## config.mk

```make
export PLATFORM = sky130hd
export DESIGN_NAME = prog_down_timer_flat
export DESIGN_NICKNAME = d
export VERILOG_FILES = /design/src/rtl/prog_timer_pkg.sv /design/src/rtl/prog_down_timer_if.sv /design/src/rtl/prog_down_timer_tick_prescaler.sv /design/src/rtl/prog_down_timer.sv /design/src/flat_wrapper.sv
export SDC_FILE = /design/constraint.sdc
export NUM_CORES = 1
export LEC_CHECK = 0
export CAP_MARGIN = 15
export CORE_UTILIZATION = 40
export CTS_BUF_LIST = sky130_fd_sc_hd__clkbuf_4
export CTS_CLUSTER_SIZE = 24
export DETAILED_ROUTE_END_ITERATION = 16
export PLACE_DENSITY = 0.71
export SYNTH_ARGS = -nofsm -noshare
export SYNTH_HDL_FRONTEND = slang
export SYNTH_SLANG_ARGS = --single-unit
```

## constraint.sdc

```tcl
create_clock -name clk -period 2.1 [get_ports clk]
set_input_delay 0.21 -clock clk [delete_from_list [all_inputs] [get_ports clk]]
set_output_delay 0.21 -clock clk [all_outputs]
set_load 0.01 [all_outputs]
```

## src/rtl/prog_timer_pkg.sv

```systemverilog
// Shared types and defaults for the programmable down-timer.
package prog_timer_pkg;

  typedef enum logic [1:0] {
    IDLE   = 2'd0,
    LOADED = 2'd1,
    RUN    = 2'd2,
    DONE   = 2'd3
  } state_e;

  localparam int DEF_WIDTH      = 8;
  localparam int DEF_PRESCALE_W = 4;

endpackage

```

## src/rtl/prog_down_timer_if.sv

```systemverilog
// Load-value valid/ready channel into the down-timer.
interface prog_down_timer_if #(
  parameter int WIDTH = 8
);
  logic             load_valid;
  logic             load_ready;
  logic [WIDTH-1:0] load_value;

  modport master (output load_valid, output load_value, input  load_ready);
  modport slave  (input  load_valid, input  load_value, output load_ready);
endinterface

```

## src/rtl/prog_down_timer_tick_prescaler.sv

```systemverilog
// Clock divider: one tick every (prescale+1) enabled cycles; holds its phase while disabled.
module tick_prescaler #(
  parameter int PRESCALE_W = 4
) (
  input  logic                  clk,
  input  logic                  rst,
  input  logic                  clr,
  input  logic                  en,
  input  logic [PRESCALE_W-1:0] prescale,
  output logic                  tick
);

  logic [PRESCALE_W-1:0] pcnt_q, pcnt_d;

  assign tick = en & (pcnt_q == prescale);

  always_comb begin
    pcnt_d = pcnt_q;
    if (clr) begin
      pcnt_d = '0;
    end else if (en) begin
      pcnt_d = tick ? '0 : pcnt_q + PRESCALE_W'(1);
    end
  end

  always_ff @(posedge clk) begin
    if (rst) pcnt_q <= '0;
    else     pcnt_q <= pcnt_d;
  end

endmodule

```

## src/rtl/prog_down_timer.sv

```systemverilog
// Loadable down-counter with prescaled tick, one-cycle expiry pulse and optional auto-reload.
module prog_down_timer
  import prog_timer_pkg::*;
#(
  parameter int WIDTH      = DEF_WIDTH,
  parameter int PRESCALE_W = DEF_PRESCALE_W
) (
  input  logic                  clk,
  input  logic                  rst,
  prog_down_timer_if.slave      ld,
  input  logic [PRESCALE_W-1:0] prescale,
  input  logic                  start,
  input  logic                  pause,
  input  logic                  auto_reload,
  output logic [WIDTH-1:0]      count,
  output logic                  busy,
  output logic                  expired
);

  state_e           state_q, state_d;
  logic [WIDTH-1:0] count_q, count_d;
  logic [WIDTH-1:0] reload_q, reload_d;
  logic             expired_q, expired_d;
  logic             tick;

  // Prescaler only runs in RUN; outside RUN it is held at phase zero.
  tick_prescaler #(.PRESCALE_W(PRESCALE_W)) u_presc (
    .clk      (clk),
    .rst      (rst),
    .clr      (state_q != RUN),
    .en       ((state_q == RUN) & ~pause),
    .prescale (prescale),
    .tick     (tick)
  );

  always_comb begin
    state_d   = state_q;
    count_d   = count_q;
    reload_d  = reload_q;
    expired_d = 1'b0;
    case (state_q)
      IDLE: begin
        if (ld.load_valid) begin
          reload_d = ld.load_value;
          count_d  = ld.load_value;
          state_d  = LOADED;
        end
      end
      LOADED: begin
        if (ld.load_valid) begin
          reload_d = ld.load_value;
          count_d  = ld.load_value;
        end else if (start) begin
          if (count_q != '0) begin
            state_d = RUN;
          end else begin
            state_d   = DONE;
            expired_d = 1'b1;
          end
        end
      end
      RUN: begin
        if (tick) begin
          if (count_q > WIDTH'(1)) begin
            count_d = count_q - WIDTH'(1);
          end else begin
            expired_d = (count_q == WIDTH'(1));
            if (auto_reload && (reload_q != '0) && (count_q == WIDTH'(1))) begin
              count_d = reload_q;
            end else begin
              count_d = '0;
              state_d = DONE;
            end
          end
        end
      end
      DONE: begin
        if (ld.load_valid) begin
          reload_d = ld.load_value;
          count_d  = ld.load_value;
          state_d  = LOADED;
        end else if (start) begin
          count_d = reload_q;
          if (reload_q != '0) state_d = RUN;
          else                expired_d = 1'b1;
        end
      end
      default: state_d = IDLE;
    endcase
  end

  always_ff @(posedge clk) begin
    if (rst) begin
      state_q   <= IDLE;
      count_q   <= '0;
      reload_q  <= '0;
      expired_q <= 1'b0;
    end else begin
      state_q   <= state_d;
      count_q   <= count_d;
      reload_q  <= reload_d;
      expired_q <= expired_d;
    end
  end

  assign ld.load_ready = (state_q != RUN);
  assign count         = count_q;
  assign busy          = (state_q == RUN);
  assign expired       = expired_q;

endmodule
```

## src/flat_wrapper.sv

```systemverilog
// flat-port wrapper written by rule: the top's interface ports become plain ports
module prog_down_timer_flat import prog_timer_pkg::*;
#(
  parameter int WIDTH      = DEF_WIDTH,
  parameter int PRESCALE_W = DEF_PRESCALE_W
)
  (clk, rst, prescale, start, pause, auto_reload, count, busy, expired, ld_load_valid, ld_load_value, ld_load_ready);
  prog_down_timer_if #(.WIDTH(WIDTH)) ld_i ();
  input  logic clk;
  input  logic rst;
  input  logic [PRESCALE_W-1:0] prescale;
  input  logic start;
  input  logic pause;
  input  logic auto_reload;
  output logic [WIDTH-1:0] count;
  output logic busy;
  output logic expired;
  input wire logic [$bits(ld_i.load_valid)-1:0] ld_load_valid;
  input wire logic [$bits(ld_i.load_value)-1:0] ld_load_value;
  output wire logic [$bits(ld_i.load_ready)-1:0] ld_load_ready;
  assign ld_i.load_valid = ld_load_valid;
  assign ld_i.load_value = ld_load_value;
  assign ld_load_ready = ld_i.load_ready;
  prog_down_timer #(.WIDTH(WIDTH), .PRESCALE_W(PRESCALE_W)) u_core (.clk(clk), .rst(rst), .ld(ld_i), .prescale(prescale), .start(start), .pause(pause), .auto_reload(auto_reload), .count(count), .busy(busy), .expired(expired));
endmodule
```

==> metrics.md <==
| Metric | Value |
|---|---|
| Achievable frequency | 0.513 GHz |
| CP max FO | 12 |
| PwrDens | 856 nW/µm² |
| Rel. slew slack | around 73% |
| Avg WL per Cell | 15.0 µm |
| Synth Net Count | between 200 and 250 |
| WP data required | between 2000 and 2500 ps |
| Final GP Congestion | 0.941 |
| Clock Latency Late Sink | 320 ps |
| Crit. End Element | register |
| CTS Sinks | 23 |
| Synth Instances | 198 |
| Hold WC Path Type | input port to register |
| Non-Filler Instances | 281 |
| Row count | 22 |
| Cell area after synthesis | 1570 µm² |
| Global-route wire length before repair | about 7000 µm |
| Setup Buffers After CTS | 0 |
| TritonRoute pass-1 iters | 5 |
| Total Wirelength | about 4200 µm |
| DR vias/cell | 5.71 |
| Post-synth EDFFs | 0 |
| I/O Buffers | 28 |
| Setup_tns | 0 ps |
| Synth-to-layout area growth | 28.2% |
| Proportion of layout cells with a drive suffix above 1 | between 10 and 15% |
| Clk slew on worst S/H paths | 130 ps |
| GRT Overall Usage | 22.1% |
| VDD IR max | 356 µV |
| Tmin final | about 2000 ps |
| Filler instances | around 390 |
| Startpoint class of the critical path | register |
| Syn Area/Cell | 7.92 µm² |
| Initial detailed-routing violation count | 138 |
| Drt drc | 0 |
| Post-route ant nets | 0 |
| Final #Nets | 256 |
| Diodes inserted | 0 |
| Final Cycle Share | between 90% and 100% |
| CP Cell Sequence | or4_4, or3_4, a21o_1, a31oi_1, o41ai_1 |
| Leak Pwr | 0.000750 µW |
| Die area | ~4200 µm² |
| DP HPWL | between 3000 and 4000 µm |
| Status | finished clean |
| Final setup viols | 0 |
| Core Box Area | around 3700 µm² |
| CTS max path bufs | 2 |
| Initial antenna violation count | 0 |
| Sequential area share after synthesis | ~30% |
| Crit path largest cell delay | about 580 ps |
| Arr. time, crit path | 2160 ps |
| Clock H-tree levels | 1 |
| Root Buffer | clkbuf_4 |
| Measured slew at the worst slew-check pin | 406 ps |
| Largest net degree at the start of global routing | 23 |
| Vias after detailed routing | 1,604 |
| Max Cap Violations | 0 |
| Total gr overflow | 0 |
| Slew Viols, Final | 0 |
| Synth Flop Type | dfxtp_1 |
| Io pins | 29 |
| CTS Buf Count | 3 |
| Ys Warns | 0 |
| Starting density of the core | roughly 42% |
| TritonCTS clock tree | built |
| Post-Route Skew | 3.79 ps |
| Post-synth cell types | a little under 50 |
| Post-synth ARST share | 0% |
| CP max-delay cell | or4_4 |
| Synthesis-stage register bit count | 23 |
| Placed cells | 277 |
| Unrepaired setup endpoints after global routing | false |
| Fin. Hold Viols | 0 |
| Vias in the first global route | 1,450 |
| DIE WIDTH | between 60 and 70 µm |
| Die height | 64.6 µm |
| WS Path Type | register to register |
[cell families (layout without fill, tap and decap cells)]
kind of cell / count (synthesis) / count (layout) / synth area share, %
simple gates: 73 / 73 / 25.0
compound gates: 68 / 68 / 32.1
flops: 23 / 23 / 29.3
buf+inv: 22 / 57 / 5.90
xor+xnor: 7 / 7 / 3.91
fa+ha+maj: 4 / 4 / 3.19
mux: 1 / 1 / 0.638
[per-layer routing]
layer  GRT usage [%]  part of all wire [%]
met3            2.46                   5.6
met1            32.1                    49
met2            33.2                    44
met4            8.06                   1.6
met5               0                     0
[synth_stat cells (2+ instances only)]
cell type	number	area share [%]
nor2_1	12	2.9
a21o_1	5	2.4
o22ai_1	2	0.80
a31oi_1	4	1.6
nand2b_1	4	1.6
xor2_1	5	2.8
a21oi_1	16	5.1
nand3b_1	2	0.96
o21ai_0	8	2.6
ha_1	4	3.2
a311oi_1	2	1.1
a221oi_1	5	2.8
nand3_1	11	3.5
o211ai_1	5	2.4
xnor2_1	2	1.1
a21boi_0	2	0.96
inv_1	10	2.4
a22o_1	4	2.2
buf_2	2	0.64
nand4_1	3	1.2
a22oi_1	4	1.9
or3_1	2	0.80
nand2_1	19	4.5
clkbuf_1	8	1.9
dfxtp_1	23	29
nor2b_1	4	1.6
or4_1	3	1.4
nor3_1	5	1.6
a221oi_2	2	1.9
[flip-flops by register name (all words and copies together), names as in the netlist]
signal / flops
u_core.expired: 1
u_core.reload_q: 8
u_core.state_q: 2
u_core.u_presc.pcnt_q: 4
u_core.count: 8
[final timing paths]
path | startpoint | end | slack [ps] | cells after the start
min | ld_load_value[6] | u_core.reload_q[6]$_SDFFE_PP0P_ | 480 | 3
max | u_core.count[4]$_SDFFE_PP0P_ | u_core.count[7]$_SDFFE_PP0P_ | 150 | 5
min reg2reg | u_core.reload_q[6]$_SDFFE_PP0P_ | u_core.reload_q[6]$_SDFFE_PP0P_ | 490 | 2
max reg2reg | u_core.count[4]$_SDFFE_PP0P_ | u_core.count[7]$_SDFFE_PP0P_ | 150 | 5
[critical path, delay by kind of cell, from the launching register on]
family | cells | cell delay, ps
flops | 1 | 340
compound gates | 3 | 430
simple gates | 2 | 1070
[final cells by class]
class	count	area, µm²	share of cell area (%)
Clock inverter	1	5.00	0.249
Sequential cell	23	462	23.0
Timing Repair Buffer	43	405	20.2
Inverter	10	37.5	1.87
Multi-Input combinational cell	153	1020	50.7
Tap cell	48	60.1	2.99
Clock buffer	3	22.5	1.12
[report_power, final]
group	leakage, µW	total, µW	internal [µW]	switching [µW]
Combinational	0.000543	958	438	520
Clock	0.0000177	214	71.4	143
Sequential	0.000189	549	498	50.7
[layout by cell type, fill, tap and decap left out, drive strengths merged, types with 4 or more instances in the layout]
cell,Yosys,final
clkdlybuf4s50,0,28
dfxtp,23,23
nand2,19,19
a21oi,16,16
buf,4,15
nor2,12,12
nand3,12,12
inv,10,10
o21ai,8,8
a221oi,7,7
nor3,6,6
o211ai,6,6
xor2,5,5
a21o,5,5
nor2b,4,4
nand2b,4,4
a31oi,4,4
a22oi,4,4
a22o,4,4
or4,4,4
ha,4,4
[per-stage QoR]
step	instance area (µm²)	power, µW	utilization [%]	worst slack (ps)	hold slack [ps]
2_1_floorplan	1570	1160	-	175	312
3_3_place_gp	1980	1500	53.3	70.1	461
3_5_place_dp	1980	1500	53.3	42.8	468
4_1_cts	2010	1720	54.0	119	470
5_1_grt	2010	1850	54.1	27.3	475
6_report	2010	1720	54.1	149	476
[what timing repair did]
action / CTS / global route
gates resized for setup: 0 / 2
setup endpoints to repair: 0 / 2
endpoints found under the hold margin: 0 / 0
hold buffers: 0 / 0
Power figures use the tool's default switching activity.
